===== config.mk =====
export PLATFORM = sky130hd
export DESIGN_NAME = pipeline_hazard_ctrl
export DESIGN_NICKNAME = d
export VERILOG_FILES = /design/src/rtl/pipeline_hazard_ctrl.sv
export SDC_FILE = /design/constraint.sdc
export NUM_CORES = 1
export LEC_CHECK = 0
export BUFFER_PORTS_ARGS = -buffer_cell sky130_fd_sc_hd__buf_4
export CORE_ASPECT_RATIO = 0.7
export CORE_MARGIN = 2
export CORE_UTILIZATION = 25
export DETAILED_ROUTE_END_ITERATION = 8
export SLEW_MARGIN = 10
export SYNTH_ARGS = -nofsm -noshare
export SYNTH_HDL_FRONTEND = slang
export SYNTH_SLANG_ARGS = --single-unit

===== constraint.sdc =====
create_clock -name clk_i -period 2.2 [get_ports clk_i]
set_clock_uncertainty 0.2 [all_clocks]
set_input_delay 0.11 -clock clk_i [delete_from_list [all_inputs] [get_ports clk_i]]
set_output_delay 0.11 -clock clk_i [all_outputs]
set_load 0.01 [all_outputs]

===== src/rtl/pipeline_hazard_ctrl.sv =====
// Hazard/stall controller for the IF/ID register, PC and downstream stages.
// Optional performance counters are enabled by defining PIPE_CTRL_PERF_EN.
module pipeline_hazard_ctrl #(
  parameter int unsigned REG_ADDR_W  = 5,
  parameter int unsigned MEM_TIMEOUT = 16,
  parameter int unsigned CNT_W       = 32
) (
  input  logic                  clk_i,
  input  logic                  rst_i,
  input  logic [REG_ADDR_W-1:0] IF_ID_rs_i,
  input  logic [REG_ADDR_W-1:0] IF_ID_rt_i,
  input  logic [REG_ADDR_W-1:0] ID_EX_rt_i,
  input  logic                  ID_EX_memread_i,
  input  logic                  branch_taken_i,
  input  logic                  jump_i,
  input  logic                  dmem_req_i,
  input  logic                  dmem_ack_i,
  output logic                  PC_write_o,
  output logic                  IF_ID_write_o,
  output logic                  IF_ID_flush_o,
  output logic                  ID_EX_bubble_o,
  output logic                  pipe_freeze_o,
  output logic                  err_o,
  output logic [CNT_W-1:0]      stall_cnt_o,
  output logic [CNT_W-1:0]      flush_cnt_o,
  output logic [CNT_W-1:0]      wait_cnt_o
);

  localparam logic [1:0] ST_RUN      = 2'd0;
  localparam logic [1:0] ST_MEM_WAIT = 2'd1;
  localparam logic [1:0] ST_ERR      = 2'd2;

  localparam int unsigned TMR_W    = 8;
  localparam logic [TMR_W-1:0] TMR_LAST = TMR_W'(MEM_TIMEOUT - 1);

  logic [1:0]       r_state;
  logic [1:0]       w_state_nxt;
  logic [TMR_W-1:0] r_timer;
  logic [TMR_W-1:0] w_timer_nxt;

  logic w_hazard_lu;
  logic w_redirect;
  logic w_mem_miss;

  // RUN-state decode with the memory miss already excluded
  logic w_run_pc_write;
  logic w_run_if_id_write;
  logic w_run_flush;
  logic w_run_bubble;

  logic w_pc_write;
  logic w_if_id_write;
  logic w_flush;
  logic w_bubble;
  logic w_freeze;

  assign w_hazard_lu = ID_EX_memread_i && (ID_EX_rt_i != '0) &&
                       ((ID_EX_rt_i == IF_ID_rs_i) || (ID_EX_rt_i == IF_ID_rt_i));
  assign w_redirect  = branch_taken_i | jump_i;
  assign w_mem_miss  = dmem_req_i & ~dmem_ack_i;

  // Load-use outranks redirect: branch operands are not valid until the stall resolves.
  always_comb begin
    w_run_pc_write    = 1'b1;
    w_run_if_id_write = 1'b1;
    w_run_flush       = 1'b0;
    w_run_bubble      = 1'b0;
    if (w_hazard_lu) begin
      w_run_pc_write    = 1'b0;
      w_run_if_id_write = 1'b0;
      w_run_bubble      = 1'b1;
    end else if (w_redirect) begin
      w_run_flush = 1'b1;
    end
  end

  always_comb begin
    w_pc_write    = 1'b0;
    w_if_id_write = 1'b0;
    w_flush       = 1'b0;
    w_bubble      = 1'b0;
    w_freeze      = 1'b1;
    w_state_nxt   = r_state;
    w_timer_nxt   = r_timer;

    case (r_state)
      ST_RUN: begin
        if (w_mem_miss) begin
          w_state_nxt = ST_MEM_WAIT;
          w_timer_nxt = TMR_W'(1);
        end else begin
          w_pc_write    = w_run_pc_write;
          w_if_id_write = w_run_if_id_write;
          w_flush       = w_run_flush;
          w_bubble      = w_run_bubble;
          w_freeze      = 1'b0;
        end
      end
      ST_MEM_WAIT: begin
        if (dmem_ack_i) begin
          w_pc_write    = w_run_pc_write;
          w_if_id_write = w_run_if_id_write;
          w_flush       = w_run_flush;
          w_bubble      = w_run_bubble;
          w_freeze      = 1'b0;
          w_state_nxt   = ST_RUN;
          w_timer_nxt   = '0;
        end else begin
          w_timer_nxt = r_timer + TMR_W'(1);
          if (r_timer == TMR_LAST) begin
            w_state_nxt = ST_ERR;
          end
        end
      end
      ST_ERR: begin
        w_state_nxt = ST_ERR;
      end
      default: begin
        // Illegal encoding: hold the pipeline one cycle and recover to RUN.
        w_state_nxt = ST_RUN;
        w_timer_nxt = '0;
      end
    endcase

    if (rst_i) begin
      w_pc_write    = 1'b0;
      w_if_id_write = 1'b0;
      w_flush       = 1'b0;
      w_bubble      = 1'b1;
      w_freeze      = 1'b0;
    end
  end

  always_ff @(posedge clk_i) begin
    if (rst_i) begin
      r_state <= ST_RUN;
      r_timer <= '0;
    end else begin
      r_state <= w_state_nxt;
      r_timer <= w_timer_nxt;
    end
  end

  assign PC_write_o     = w_pc_write;
  assign IF_ID_write_o  = w_if_id_write;
  assign IF_ID_flush_o  = w_flush;
  assign ID_EX_bubble_o = w_bubble;
  assign pipe_freeze_o  = w_freeze;
  assign err_o          = (r_state == ST_ERR);

`ifdef PIPE_CTRL_PERF_EN
  logic [CNT_W-1:0] r_stall_cnt;
  logic [CNT_W-1:0] r_flush_cnt;
  logic [CNT_W-1:0] r_wait_cnt;
  logic             w_lu_stall;

  // Outside reset the bubble is only ever raised by a load-use stall.
  assign w_lu_stall = w_bubble & ~rst_i;

  always_ff @(posedge clk_i) begin
    if (rst_i) begin
      r_stall_cnt <= '0;
      r_flush_cnt <= '0;
      r_wait_cnt  <= '0;
    end else begin
      if (w_lu_stall && (r_stall_cnt != '1)) begin
        r_stall_cnt <= r_stall_cnt + CNT_W'(1);
      end
      if (w_flush && (r_flush_cnt != '1)) begin
        r_flush_cnt <= r_flush_cnt + CNT_W'(1);
      end
      if ((r_state == ST_MEM_WAIT) && (r_wait_cnt != '1)) begin
        r_wait_cnt <= r_wait_cnt + CNT_W'(1);
      end
    end
  end

  assign stall_cnt_o = r_stall_cnt;
  assign flush_cnt_o = r_flush_cnt;
  assign wait_cnt_o  = r_wait_cnt;
`else
  assign stall_cnt_o = '0;
  assign flush_cnt_o = '0;
  assign wait_cnt_o  = '0;
`endif

endmodule


-- Word level (Yosys, flattened, before mapping)
Index checks and enable logic that the tools add are counted.
- logic and storage cells: 48
- bits in registers: 10
- output and inout bits: 102
- input bits: 22
- add/sub/neg operators: 1
- equality and inequality tests: 7
- muxes and demuxes: 27
- reductions and logical operators: 7
- bitwise logic cells: 4
- operator list (cell ; count):
    case mux 8 bit (3 select lines) ; 1
    2-to-1 mux 1 bit ; 16
    2-to-1 mux 8 bit ; 2
    == test 5 bit ; 2
    adder 8 x 1 -> 8 bit, second input constant ; 1
    == test 8 x 4 -> 1 bit, second input constant ; 1
    case mux 1 bit (2 select lines) ; 4
    2-to-1 mux 2 bit ; 3
    case mux 2 bit (3 select lines) ; 1
    nonzero test 5 bit ; 1
    AND reduction 2 bit ; 2
    inequality test 3 bit, second input constant ; 1
    == test 2 x 1 -> 1 bit, second input constant ; 1
    == test 2 bit, second input constant ; 1
    logical AND 1 bit ; 2
    logical NOT 2 bit ; 1
    inequality test 2 bit, second input constant ; 1
    inverter 1 bit ; 2
    bitwise AND 1 bit ; 1
    logical OR 1 bit ; 1
    OR 1 bit ; 1

-- Longest topological paths before layout
- depth after elaboration: 7
- gate-level depth with buffers: 6
- mapped depth without buffers: 4

-- Worst setup path before layout
No wires, ideal clock.
- path kind: register -> output
- start point: register r_state[0]
- end point: output port PC_write_o
- path slack: 406 ps
- required time: 1890 ps
- path buffers: 2
- data arrival time: 1484 ps
- cell stages (with the launch flop): 7
- cell sequence: dfxtp_1 -> clkbuf_1 -> nor2_1 -> nor2_1 -> or2_2 -> a211oi_1 -> buf_4
- longest elaborated chain between the ends: 3
- elaborated cells between the ends (all ways): 4
- those cells by class: 1 x eq/ne; 2 x mux; 1 x reduce/logical
- ends and longest elaborated chain (item ; RTL line ; text):
    start: declaration ; 36 ; logic [1:0] r_state;
    start signal: assignment ; 139 ; r_state <= w_state_nxt;
    == test 2 x 1 -> 1 bit or logical NOT 2 bit (tied branches) ; n/a ;
    case mux 1 bit (2 select lines) * ; n/a ;
    2-to-1 mux 1 bit * ; n/a ;
    end: declaration ; 18 ; output logic PC_write_o,
Mark *: on every way between the ends. The rest lies on a longest branch, timed or not.

-- Worst setup path after layout
- start point: register r_state[0]
- end point: output port IF_ID_flush_o
- longest elaborated chain between the ends: 3
- elaborated cells between the ends (all ways): 4
- those cells by class: 1 x eq/ne; 2 x mux; 1 x reduce/logical
- ends and longest elaborated chain (item ; RTL line ; text):
    == test 2 x 1 -> 1 bit or logical NOT 2 bit (tied branches) ; 86 ; case (r_state)
    case mux 1 bit (2 select lines) * ; 86 ;
    2-to-1 mux 1 bit * ; 125 ; if (rst_i) begin
    end: declaration ; 20 ; output logic IF_ID_flush_o,
Marked as above.

==> reports/metrics.csv <==
metric;value;unit
seq_area_frac_synth;14.4;%
grt_usage;5.70;%
instances_no_fill;280;
die_y;66.4;um
worstSetupStartpoint;r_state[0];
clock_path_buffers;2;
drt_iter0_markers;9;
setup_viol;0;
cts_setup_buffers;0;
die_w;93.1;um
path_class;flop to output port;
clk_pin_slew_worst_paths;0.05;ns
synth_top_area_share;52.4;%
ctsHoldBuffers;1;
grt_antenna_before_repair;0;
final_common_cell;conb_1;
r2r_end;r_timer[7];
cts_tree;done;
drive_above_1_share;17.8;%
arrival;1.62;ns
overflow;0;
htree_levels;1;
hp-class;input port to flop;
gp_congestion;0.723;
cp-start-kind;flop;
worst_ir_drop_vdd;0.000190;V
status;finished, final reports clean;
fillCellCount;596;
synth_area_per_cell;7.81;um2
cp_max_fo;12;
rows;22;
crit_required;1.89;ns
finalCritPeriodShare;87.8;%
crit_path_top_delay_cell;dfxtp_1;
firstDrtPassIters;4;
async_reset_ff_share;0;%
endpoint;IF_ID_flush_o;
fmax;517;MHz
synth_area;1390;um2
ctsRootBufferMaster;clkbuf_8;
ant_nets;0;
timing.reg2reg.setup_slack;0.40;ns
yosys.cell_types.count;35;
io_pins;124;
crit_path_frequent_cell;nor2_1;
grt_pass1_wl;2740;um
core;5310;um2
min_from;dmem_ack_i;
crit_chain;nor2_1, nor2_1, or2_2, a2111oi_2, buf_4;
finalNetCount;232;
rr_startpoint;r_state[0];
placed_cells;275;
drv_slew;0;
cts_resized;0;
clock_latency;0.24;ns
port_buffers;27;
synthTopCellsByArea;buf_4 52%, dfxtp_1 14%, xnor2_1 6.3%;
clock-sinks;10;
fp.dieArea;6180;um2
hpwl;1900;um
avgRoutedWirePerCell;7.82;um
synth_warnings;0;
grt_pass1_vias;597;
cts_buffers;3;
max_stage_delay;0.42;ns
period_needed;1.93;ns
syn_to_final_growth;-0.450;%
grt_max_degree;13;
drc_errors;0;
syn_inst;178;
finalSetupTns;0;ns
fin_ws;0.267;ns
rsz0062_at_grt;false;
vias;900;
synth_edf_count;0;
initial_core_util;26.2;%
final_cell_mix;96 x conb_1, 29 x buf_4, 13 x nor2_1;
hold_viol_final;0;
routed_wl;2190;um
end_kind;output port;
vias_per_cell;3.21;
worst_hold_slack;0.0726;ns
ys.flop_type;dfxtp_1;
power.leakage;0.696;nW
place_ws;0.382;ns
drv_cap;0;
synth_top_area_cell;buf_4;
power_density;444;nW/um2
reg2reg_depth;3;
n_antenna_cell;0;
synth-seq-cells;10;
## registers in the layout (all words and copies together) (netlist names)
signal   cells
r_state      2
r_timer      8
## worst max-delay path: cells and delay by family (launching register included)
family,cells,cell delay [ns]
AND/OR/NAND/NOR,3,0.49
flip-flops,1,0.42
AO/OA/AOI/OAI,1,0.28
buffers and inverters,1,0.18
## Yosys cell counts (2+ instances only)
cell       number
a21oi_1         2
nand3_1         4
nor3b_1         2
o211ai_1        2
a211oi_1        2
o21ai_0         2
o2111ai_1       2
nand2_1         4
nor2_1         13
and2_1          2
xor2_1          5
dfxtp_1        10
xnor2_1        10
buf_4          97
## logic make-up after synthesis
kind of cell	after synthesis	synth area share, %
buffers and inverters	100	53.2
and+or+nand+nor	33	12.1
AOI/OAI and AO/OA	18	9.72
xor gates and xnor gates	15	9.45
DFF	10	14.4
adders and majority gates	1	0.900
other	1	0.270
## where the power goes
group          leakage, nW  internal, mW  switching (mW)  total (mW)
sequential          0.0810         0.185         0.00635       0.192
clock               0.0288         0.158          0.0786       0.237
combinational        0.586        0.0636           0.123       0.186
total                0.696         0.407           0.208       0.615
## routing by layer
layer	wire length, um	share of wire, %	track usage, %	up-vias
met5	0	0	0	-
met4	46	2.1	3.86	0
met2	1070	49	8.15	46
li1	-	-	-	451
met3	124	5.7	1.37	5
met1	944	43	7.53	398
## through the flow
stage	power, mW	area, um2	util [%]
after global placement	0.375	1320	24.8
after CTS	0.622	1380	26.0
final	0.615	1380	26.0
after global routing	0.652	1380	26.0
after detailed placement	0.376	1320	24.8
after floorplan	0.447	1750	-
## cell type report
class	count	area [um2]	area share [%]
flip-flops and latches	10	200	14.5
inverters	1	3.75	0.271
repair buffers	30	228	16.5
well taps	72	90.1	6.51
clock buffers	4	55.1	3.98
multi-input cells	163	807	58.3
## worst min path at each step
stage | cells after the start | endpoint | slack [ns]
2_1_floorplan | 3 | r_state[0] | 0.14
3_3_place_gp | 2 | r_timer[7] | 0.17
3_5_place_dp | 2 | r_state[0] | 0.17
4_1_cts | 4 | r_timer[7] | 0.06
5_1_grt | 4 | r_timer[7] | 0.1
6_report | 4 | r_timer[7] | 0.07
Note: power is estimated with default switching activity, not from simulation.
